[src/rtl/div_iterative.sv]
// Multicycle signed integer divider: restoring division on operand magnitudes,
// one quotient bit per cycle, sign fix-up and a one-cycle ready pulse at the end.
module div_iterative #(
  parameter int WIDTH = 32
) (
  input  logic             clock,
  input  logic             reset,
  input  logic             ctrl_DIV,
  input  logic [WIDTH-1:0] data_operandA,
  input  logic [WIDTH-1:0] data_operandB,
  output logic [WIDTH-1:0] data_result,
  output logic [WIDTH-1:0] data_remainder,
  output logic             data_exception,
  output logic             data_resultRDY
);

  localparam int CW = $clog2(WIDTH + 1);

  localparam logic [1:0] IDLE = 2'd0;
  localparam logic [1:0] RUN  = 2'd1;
  localparam logic [1:0] FIX  = 2'd2;

  localparam logic [CW-1:0]    CNT_ONE  = CW'(1);
  localparam logic [CW-1:0]    CNT_LAST = CW'(WIDTH - 1);
  localparam logic [WIDTH-1:0] ONE_W    = WIDTH'(1);
  localparam logic [WIDTH-1:0] MIN_W    = {1'b1, {(WIDTH-1){1'b0}}};

  logic [1:0]       state_r;
  logic             fix_pub_r;
  logic             sign_a_r;
  logic             sign_q_r;
  logic             ovf_r;
  logic [WIDTH-1:0] mag_b_r;
  logic [WIDTH-1:0] quo_r;
  logic [WIDTH-1:0] rem_r;
  logic [CW-1:0]    cnt_r;
  logic [WIDTH-1:0] res_q_r;
  logic [WIDTH-1:0] res_rem_r;
  logic             res_exc_r;

  logic [WIDTH:0]   rem_shift_s;
  logic [WIDTH:0]   diff_s;
  logic             ge_s;
  logic [WIDTH-1:0] rem_next_s;

  function automatic logic [WIDTH-1:0] negate(input logic [WIDTH-1:0] v);
    return ~v + ONE_W;
  endfunction

  function automatic logic [WIDTH-1:0] magnitude(input logic [WIDTH-1:0] v);
    return v[WIDTH-1] ? negate(v) : v;
  endfunction

  // One restoring step: shift in the next dividend bit, trial-subtract the divisor.
  always_comb begin
    rem_shift_s = {rem_r, quo_r[WIDTH-1]};
    diff_s      = rem_shift_s - {1'b0, mag_b_r};
    ge_s        = ~diff_s[WIDTH];
    if (ge_s) begin
      rem_next_s = diff_s[WIDTH-1:0];
    end else begin
      rem_next_s = rem_shift_s[WIDTH-1:0];
    end
  end

  // Control FSM, datapath registers and registered outputs.
  always_ff @(posedge clock) begin
    if (reset) begin
      state_r        <= IDLE;
      fix_pub_r      <= 1'b0;
      sign_a_r       <= 1'b0;
      sign_q_r       <= 1'b0;
      ovf_r          <= 1'b0;
      mag_b_r        <= '0;
      quo_r          <= '0;
      rem_r          <= '0;
      cnt_r          <= '0;
      res_q_r        <= '0;
      res_rem_r      <= '0;
      res_exc_r      <= 1'b0;
      data_result    <= '0;
      data_remainder <= '0;
      data_exception <= 1'b0;
      data_resultRDY <= 1'b0;
    end else begin
      data_resultRDY <= 1'b0;
      if (ctrl_DIV) begin
        // A start is honoured in every state; an op in flight is dropped silently.
        sign_a_r <= data_operandA[WIDTH-1];
        sign_q_r <= data_operandA[WIDTH-1] ^ data_operandB[WIDTH-1];
        ovf_r    <= (data_operandA == MIN_W) && (data_operandB == {WIDTH{1'b1}});
        mag_b_r  <= magnitude(data_operandB);
        quo_r    <= magnitude(data_operandA);
        rem_r    <= '0;
        cnt_r    <= '0;
        if (data_operandB == '0) begin
          res_q_r   <= '0;
          res_rem_r <= '0;
          res_exc_r <= 1'b1;
          fix_pub_r <= 1'b1;
          state_r   <= FIX;
        end else begin
          fix_pub_r <= 1'b0;
          state_r   <= RUN;
        end
      end else begin
        case (state_r)
          IDLE: begin
            state_r <= IDLE;
          end
          RUN: begin
            rem_r <= rem_next_s;
            quo_r <= {quo_r[WIDTH-2:0], ge_s};
            cnt_r <= cnt_r + CNT_ONE;
            if (cnt_r == CNT_LAST) begin
              state_r <= FIX;
            end else begin
              state_r <= RUN;
            end
          end
          FIX: begin
            if (!fix_pub_r) begin
              res_q_r   <= sign_q_r ? negate(quo_r) : quo_r;
              res_rem_r <= sign_a_r ? negate(rem_r) : rem_r;
              res_exc_r <= ovf_r;
              fix_pub_r <= 1'b1;
            end else begin
              data_result    <= res_q_r;
              data_remainder <= res_rem_r;
              data_exception <= res_exc_r;
              data_resultRDY <= 1'b1;
              fix_pub_r      <= 1'b0;
              state_r        <= IDLE;
            end
          end
          default: begin
            fix_pub_r <= 1'b0;
            state_r   <= IDLE;
          end
        endcase
      end
    end
  end

endmodule
[config.mk]
export PLATFORM = sky130hd
export DESIGN_NAME = div_iterative
export DESIGN_NICKNAME = d
export VERILOG_FILES = /design/src/rtl/div_iterative.sv
export SDC_FILE = /design/constraint.sdc
export NUM_CORES = 1
export LEC_CHECK = 0
export ABC_AREA = 1
export CORE_UTILIZATION = 59
export DETAILED_ROUTE_END_ITERATION = 16
export PLACE_DENSITY = 0.88
export SLEW_MARGIN = 20
export SYNTH_ARGS = -nofsm -noshare
export SYNTH_HDL_FRONTEND = slang
export SYNTH_SLANG_ARGS = --single-unit
export TNS_END_PERCENT = 1
[constraint.sdc]
create_clock -name clock -period 3.1 [get_ports clock]
set_input_delay 0.62 -clock clock [delete_from_list [all_inputs] [get_ports clock]]
set_output_delay 0.62 -clock clock [all_outputs]
set_load 0.05 [all_outputs]
==> results of run 1 <==
==> layout make-up <==
class | instances | area, um2 | area share, %
Sequential cell | 239 | 4785 | 27.34
Clock inverter | 15 | 203.9 | 1.165
Inverter | 355 | 1333 | 7.614
Timing Repair Buffer | 172 | 1692 | 9.666
Tap cell | 324 | 405.4 | 2.316
Clock buffer | 32 | 703.2 | 4.018
Multi-Input combinational cell | 1760 | 8379 | 47.88
==> layout by cell type, fill, tap and decap left out, types with 11 or more instances in the layout <==
master,instances
sky130_fd_sc_hd__nand2_1,677
sky130_fd_sc_hd__inv_1,346
sky130_fd_sc_hd__nor2_1,285
sky130_fd_sc_hd__dfxtp_1,239
sky130_fd_sc_hd__nand3_1,193
sky130_fd_sc_hd__a21oi_1,162
sky130_fd_sc_hd__o21ai_0,159
sky130_fd_sc_hd__clkdlybuf4s50_1,131
sky130_fd_sc_hd__nand4_1,38
sky130_fd_sc_hd__ha_1,38
sky130_fd_sc_hd__buf_4,34
sky130_fd_sc_hd__o22ai_1,31
sky130_fd_sc_hd__nor3_1,26
sky130_fd_sc_hd__clkbuf_16,26
sky130_fd_sc_hd__xor2_1,18
sky130_fd_sc_hd__nand2_2,14
sky130_fd_sc_hd__a31oi_1,14
sky130_fd_sc_hd__nor3_2,11
==> worst max-delay path by stage <==
stage / start / end / slack (ps) / cells past startpoint
after floorplan: quo_r[31] / rem_r[30] / 940 / 18
after global placement: data_operandB[0] / mag_b_r[24] / 290 / 14
after detailed placement: data_operandB[0] / mag_b_r[24] / 220 / 14
after CTS: mag_b_r[0] / rem_r[15] / 450 / 17
final: mag_b_r[0] / rem_r[15] / 410 / 17
after global routing: quo_r[31] / rem_r[5] / 280 / 18
==> critical path, cell delays in order, from the launching register on <==
cell,delay (ps)
sky130_fd_sc_hd__dfxtp_1,370
sky130_fd_sc_hd__ha_1,250
sky130_fd_sc_hd__fa_1,380
sky130_fd_sc_hd__inv_1,60
sky130_fd_sc_hd__nand2_1,60
sky130_fd_sc_hd__nand2_1,120
sky130_fd_sc_hd__nand3_1,100
sky130_fd_sc_hd__nand2_2,140
sky130_fd_sc_hd__nand2_2,60
sky130_fd_sc_hd__nand2_2,80
sky130_fd_sc_hd__nand2_2,80
sky130_fd_sc_hd__nand2_2,100
sky130_fd_sc_hd__nand2_2,70
sky130_fd_sc_hd__nand2_4,210
sky130_fd_sc_hd__buf_4,210
sky130_fd_sc_hd__nand2_1,70
sky130_fd_sc_hd__nand3_1,100
sky130_fd_sc_hd__a21oi_1,80
==> registers in the layout, indices dropped and copies added, names as in the netlist <==
name	count
state_r	2
res_exc_r	1
rem_r	32
cnt_r	6
ovf_r	1
res_rem_r	32
res_q_r	32
data_result	32
data_exception	1
quo_r	32
mag_b_r	32
data_remainder	32
sign_a_r	1
data_resultRDY	1
sign_q_r	1
fix_pub_r	1
==> stage by stage <==
stage               area (um2)  power [W]  util (%)  hold WS [ps]  instances
finish                   17500   0.007681     71.33         461.5       2897
floorplan                14900   0.004004         -         429.8       2448
CTS                      17500   0.007671     71.33         461.6       2897
detailed placement       16590   0.004417     67.64         453.5       2850
global placement         16590   0.004401     67.64         444.8       2850
global route             17500   0.007942     71.33         487.2       2897
==> cell families (layout without fill, tap and decap cells) <==
| group | after synthesis | count (layout) | share of synthesized area (%) |
|---|---|---|---|
| AOI/OAI and AO/OA | 404 | 404 | 14.64 |
| xor gates and xnor gates | 24 | 24 | 1.411 |
| adders and majority gates | 39 | 39 | 3.325 |
| buffers and inverters | 449 | 574 | 11.77 |
| DFF | 239 | 239 | 32.11 |
| and+or+nand+nor | 1293 | 1293 | 36.75 |
==> report_power, final <==
group          internal, W  leakage, nW  switching (W)
clock network      0.00196        0.446        0.00134
registers          0.00314         1.94      0.0000483
logic             0.000385         5.94       0.000818
total              0.00548         8.33        0.00220
==> layer usage <==
layer	vias to the layer above	global-route usage [%]	share of wire (%)
met1	7533	45.65	39
met4	0	20.58	5.9
met3	171	4.752	7.4
met5	-	0	0
li1	8057	-	-
met2	782	66.12	48
==> flow_results.org, run 1 <==
** Global route
- Number of antenna violations at the first check in global routing :: 0
- Global-route wire length before repair :: 79,160 um
- Across every metal layer, demand over resource in global routing totals 38.08%.
- The number of global-route vias before repair is 15,460.
- Maximum number of pins on one net before global-route repair :: 66
- After global routing the overflow that remains totals 0.

** Timing
- At the pin with the least slew margin, the transition time is 924.3 ps.
- Unrepaired setup endpoints after global routing :: false
- On the final layout, the worst clock skew is 19.25 ps.
- Final count of negative-setup-slack endpoints :: 0
- Timing would allow up to 371.4 MHz.
- Crit path time final :: 2692 ps
- In the final timing run, aggregate negative setup slack is 0 ps.
- The number of hold-slack violations in the final timing report came to 0.
- The count of final max-slew check failures is 0.
- Share of the cycle needed by the critical path after routing :: 86.85%
- The worst path meets setup with 407.7 ps of slack.
- In this run the tightest slew margin relative to its limit is 38.31%.

** Synthesis
- Cell types occupying the most area after synthesis :: sky130_fd_sc_hd__dfxtp_1 (32%), sky130_fd_sc_hd__nand2_1 (17%), sky130_fd_sc_hd__inv_1 (8.8%)
- After synthesis, flip-flops and latches occupy 32.11% of the total area.
- Share of synthesized flip-flops with an asynchronous set or reset :: 0%
- The most used flip-flop cell after synthesis is sky130_fd_sc_hd__dfxtp_1.
- Most numerous cell in the Yosys netlist :: sky130_fd_sc_hd__nand2_1
- Cell taking the most area after synthesis :: sky130_fd_sc_hd__dfxtp_1
- Summing every instance area after synthesis gives 14,900 um2.
- Counting every instance in the synthesized netlist gives 2,448.
- Counting every net in the synthesized netlist gives 2,554.
- Of the post-synthesis cell area, the dominant cell type holds 32.11%.
- The commonest cells after synthesis are sky130_fd_sc_hd__nand2_1 (677), sky130_fd_sc_hd__inv_1 (348), sky130_fd_sc_hd__nor2_1 (288), sky130_fd_sc_hd__dfxtp_1 (239), sky130_fd_sc_hd__nand3_1 (193).
- Counting flops and latches in the post-synthesis netlist gives 239.
- Yosys printed 0 warnings.
- Netlist cell types :: 49
- Number of enable flip-flop cells after synthesis :: 0
- Averaged over all synthesized cells, the footprint is 6.087 um2.

** Die
- The die is 160.9 um wide.
- Chip height :: 160.9 um
- The total area inside the core boundary comes to 24,530 um2.
- Starting density of the core :: 60.74%
- Area enclosed by the die boundary :: 25,900 um2
- After floorplanning, the core was divided into 57 placement rows.
- 133 I/O pins were placed.

** Drt
- In this run the remaining antenna-violating nets after routing total 0.
- Per-cell routed wire length :: 17.18 um
- After detailed routing, the number of remaining DRC violations is 0.
- The detailed router placed 16,540 vias in this run.
- The first TritonRoute pass finished after 7 iterations.
- After the first detailed-routing iteration, the DRC count stood at 1,697.
- Via-to-Cell Ratio :: 5.710
- Final wirelength :: 49,780 um

** Layout
- Fraction of final layout cells sized beyond drive strength 1 :: 5.713%
- Synth-to-layout area growth :: 17.45%
- In the final design database the tool counted 2,660 nets.
- The repair_antennas step left the layout with diodes totalling 0.
- Fill cells in the final layout number 2,138.

** Worst setup path
- Worst Path Max Fanout :: 18
- Register-to-register setup slack :: 410 ps
- Critical register-to-register path endpoint :: rem_r[15]
- The worst setup path is captured at a flop.
- Counting cells, the worst reg-to-reg path comes to 17.
- Worst reg2reg startpoint :: mag_b_r[0]
- At the worst endpoint, the arrival time is 3110 ps.
- STA classifies the critical path startpoint as a flop.
- Category of the most critical setup path :: flop to flop
- Required time of the worst setup path :: 3510 ps

** Clocking
- TritonCTS built the clock tree.
- After clock tree synthesis, the clock-pin slew on the worst setup and hold paths is 60 ps.
- The clock reaches the later pin of the worst-skew pair after 540 ps.
- Counting every sink on the clock net gives 239.
- Number of levels the H-tree was split into :: 1
- Post-CTS Repair Setup Buffers :: 0
- Buffers inserted during clock tree synthesis total 26.
- The clock passes through at most 3 buffers.
- Hold-fix buffer count after cts :: 0
- CTS root buf :: sky130_fd_sc_hd__clkbuf_16
- Once the clock tree was built, the resizer swapped 0 gates to a different size.

** Pwr
- Max VDD drop :: 429.8 uV
- The analysis attributes to cell leakage a power of 8.328 nW.
- For this design the ratio of total power to cell area is 438.9 nW/um2.

** Place
- Number of buffer cells added on primary ports :: 132
- Routability congestion estimate from global placement :: 0.9745
- Setup Slack @ Placement :: 220.7 ps
- Detailed placement ended at an HPWL of 37,040 um.

** Min path
- Min-Delay Path Class :: flop to flop
- Hold Crit Start :: res_rem_r[3]
- For hold timing, the worst endpoint is res_rem_r[3].
- Counting instances, the worst hold path has a depth of 2.

** Job
- Count of max-cap constraint violations :: 0

** Outcome
- The run finished with clean final reports.
No activity file was read; power rests on OpenSTA's default activity.
==> inputs of run 2 (changes only) <==
REMOVE_ABC_BUFFERS = 1   (was unset)
==> run 2 against run 1 <==
Against the previous run:
- sequential power barely moved
- count of clock-buffer cells in the layout rose by 4
- total power fell by 3.0%
- sequential share of layout area rose by 0.29 points
- cell count fell by 0.45%
- global-route usage fell by 2.2 points
- non-clock buffer count fell by 12
- critical path depth did not move
==> flow_results.org, run 2 (synthesis gave the netlist of run 1 again) <==
** Die
- The standard-cell row count was 57 (unchanged).
- The die span in y was 160.9 um (unchanged).
- The area of the die came to 25,900 um2 (unchanged).
- The die width came to 160.9 um (unchanged).
- The starting density of the core is 60.74% (unchanged).
- Boundary Pins :: 133 (unchanged)
- Core area :: 24,530 um2 (unchanged)

** Worst setup path
- Critical Path Start Type :: flop
- R2R cell count :: 17 (unchanged)
- The endpoint identified for the worst register-to-register timing path is rem_r[0].
- The maximum single-stage delay on the critical path was 400 ps (+20 ps).
- Slowest cell on crit path :: sky130_fd_sc_hd__fa_1
- The worst endpoint data arrival time came to 3140 ps (+30 ps).
- Counting stages on the worst path, the most repeated cell is sky130_fd_sc_hd__nand2_2.
- Worst reg2reg startpoint :: quo_r[31]
- Series of cell instances along the critical path :: inv_1 -> ha_1 -> fa_1 -> inv_1 -> nand2_1 -> nand2_1 -> nand3_1 -> nand2_2 -> nand2_2 -> nand2_2 -> nand2_2 -> nand2_2 -> nand2_2 -> nand2_4 -> nand2_1 -> nand3_1 -> a21oi_1
- The internal reg-to-reg setup slack was 370 ps (-30 ps).
- The maximum net fanout on the critical path was 32 (+14).
- Category of the most critical setup path :: flop to flop
- STA classifies the critical path endpoint as a flop.
- The required time of the critical path is 3510 ps (about the same).

** Min path
- The hold path depth came to 2 (unchanged).
- The worst hold path belongs to the class flop to flop.
- WHS Endpoint :: res_q_r[4]
- Hold Crit Start :: res_q_r[4]

** Clocking
- TritonCTS built the clock tree.
- The largest buffer count on any clock path is 3 (unchanged).
- Hold-fix buffer count after cts :: 0 (unchanged)
- The number of sinks handled by clock tree synthesis is 239 (unchanged).
- The clock latency at the later pin of the worst-skew pair came to 550 ps (about the same).
- CTS root buf :: sky130_fd_sc_hd__clkbuf_16
- Post-CTS Repair Setup Buffers :: 0 (unchanged)
- Clock buffers created by TritonCTS :: 26 (unchanged)
- The clock edge transition at the registers on the reported setup and hold paths came to 60 ps (about the same).
- The total of cells resized after clock tree synthesis was 0 (unchanged).
- The level count of the clock H-tree was 1 (unchanged).

** Drt
- Per-cell routed wire length :: 16.21 um (-5.6%)
- The DRC violation count after routing was 0 (unchanged).
- Pre-Repair DR Iteration Count :: 5 (-2)
- Via count of the routed design :: 16,280 (-1.6%)
- Detailed Route Iter0 Violations :: 1,468 (-13%)
- The total length of routed wires came to 46,760 um (-6.1%).
- Via-to-Cell Ratio :: 5.644 (-1.2%)
- The post-route antenna net violation count is 0 (unchanged).

** Global route
- Number of antenna violations at the first check in global routing :: 0 (unchanged)
- The total routing resource utilization after global routing was 35.87% (-2.2 points).
- Vias in the first global route :: 15,190 (-1.7%)
- Global-route wire length before repair :: 75,560 um (-4.5%)
- The remaining global-route overflow is 0 (unchanged).
- Maximum number of pins on one net before global-route repair :: 83 (+26%)

** Layout
- The core utilization of the finished layout is 70.59% (-0.74 points).
- The fraction of layout cells with a size suffix above 1 came to 5.234% (-0.48 points).
- Top library cells by usage in the layout, fill and taps aside :: sky130_fd_sc_hd__nand2_1 (677), sky130_fd_sc_hd__inv_1 (346), sky130_fd_sc_hd__nor2_1 (285)
- The number of antenna cells inserted is 0 (unchanged).
- Post-route standard cell area excluding fillers :: 17,320 um2 (-1.0%)
- Compared with the post-synthesis result, the final layout area differs by 16.22%.
- Final layout net count :: 2,648 (-0.45%)
- The layout filler cell count came to 2,190 (+2.4%).
- Leaving out fill and tap cells, the most frequent cell in the layout is sky130_fd_sc_hd__nand2_1.

** Timing
- Worst hold slack :: 461.5 ps (-0.04300 ps)
- The worst slew margin relative to its limit came to 37.39% (-0.92 points).
- The setup clock skew after layout came to 20.79 ps (+1.540 ps).
- Final count of negative-setup-slack endpoints :: 0 (unchanged)
- Number of failing hold endpoints at the final stage :: 0 (unchanged)
- The setup TNS came to 0 ps (unchanged).
- The transition time at the pin with the least slew margin came to 939.1 ps (+14.79 ps).
- Unrepaired setup endpoints after global routing :: false
- Peak clock frequency supported by timing :: 366.9 MHz (-1.2%)
- The fraction of the cycle the final worst path needs is 87.93% (+1.1 points).
- Crit path time final :: 2726 ps (+33.46 ps)
- Max-slew violation total from the final report :: 0 (unchanged)

** Place
- The final weighted congestion of routability-driven global placement is 0.9820 (+0.77%).
- Number of buffer cells added on primary ports :: 132 (unchanged)
- Estimated wirelength of the detail-placed design :: 34,720 um (-6.3%)
- Post-Place Cell Area :: 16,470 um2 (-0.77%)

** Pwr
- Total power density per cell area :: 430.0 nW/um2 (-2.0%)
- Leakage power :: 8.229 nW (-1.2%)
- Max VDD drop :: 360.8 uV (-16%)

** Job
- Count of max-cap constraint violations :: 0 (unchanged)

** Outcome
- Outcome :: complete, no violations
run 2: cell types whose count changed in the layout (fill, tap and decap cells not counted), sizes merged:
cell,before,now
bufinv,4,1
clkbuf,32,36
inv,355,353
buf,41,29
run 2: worst max-delay path by stage:
stage                startpoint              to  slack, ps  cells past startpoint
3_3_place_gp   data_operandA[0]       quo_r[28]        270                     14
5_1_grt               quo_r[31]        rem_r[0]        170                     17
6_report              quo_r[31]        rem_r[0]        370                     17
4_1_cts               quo_r[31]        rem_r[0]        380                     17
2_1_floorplan          ctrl_DIV  data_exception       -870                      6
3_5_place_dp   data_operandB[0]     mag_b_r[30]        200                     14
run 2: worst max-delay path: cells and delay by family, from the launching register on:
kind                     cells  cell delay (ps)
AND/OR/NAND/NOR             12             1370
adder cells (fa/ha/maj)      2              630
flip-flops                   1              340
buffers and inverters        2              170
AO/OA/AOI/OAI                1               80
run 2: final cells by class:
type / instances / area (um2) / area share, %
multi-input combinational: 1760 / 8379 / 48.39
clock buffer: 36 / 758.2 / 4.378
sequential: 239 / 4785 / 27.63
inverter: 355 / 1334 / 7.702
clock inverter: 10 / 92.59 / 0.5346
tap: 324 / 405.4 / 2.341
timing repair buffer: 160 / 1564 / 9.031
run 2: through the flow:
stage | setup WS, ps | instances | power [W]
after floorplan | -870.8 | 2354 | 0.003954
final | 374.2 | 2884 | 0.007447
after CTS | 382.7 | 2884 | 0.007439
after detailed placement | 202.8 | 2838 | 0.004399
after global placement | 273.4 | 2838 | 0.004381
after global routing | 166.8 | 2884 | 0.007733
run 2: routing by layer:
metal / vias to the layer above / global-route usage [%] / share of wire (%)
met4: 0 / 16.90 / 4.8
li1: 8014 / - / -
met3: 140 / 4.365 / 6.7
met5: - / 0 / 0
met1: 7432 / 43.04 / 40
met2: 692 / 63.46 / 48
run 2: report_power, final:
group / internal, W / switching, W / total, W
clock network: 0.00179 / 0.00130 / 0.00308
logic: 0.000381 / 0.000801 / 0.00118
registers: 0.00314 / 0.0000451 / 0.00318
total: 0.00531 / 0.00214 / 0.00745
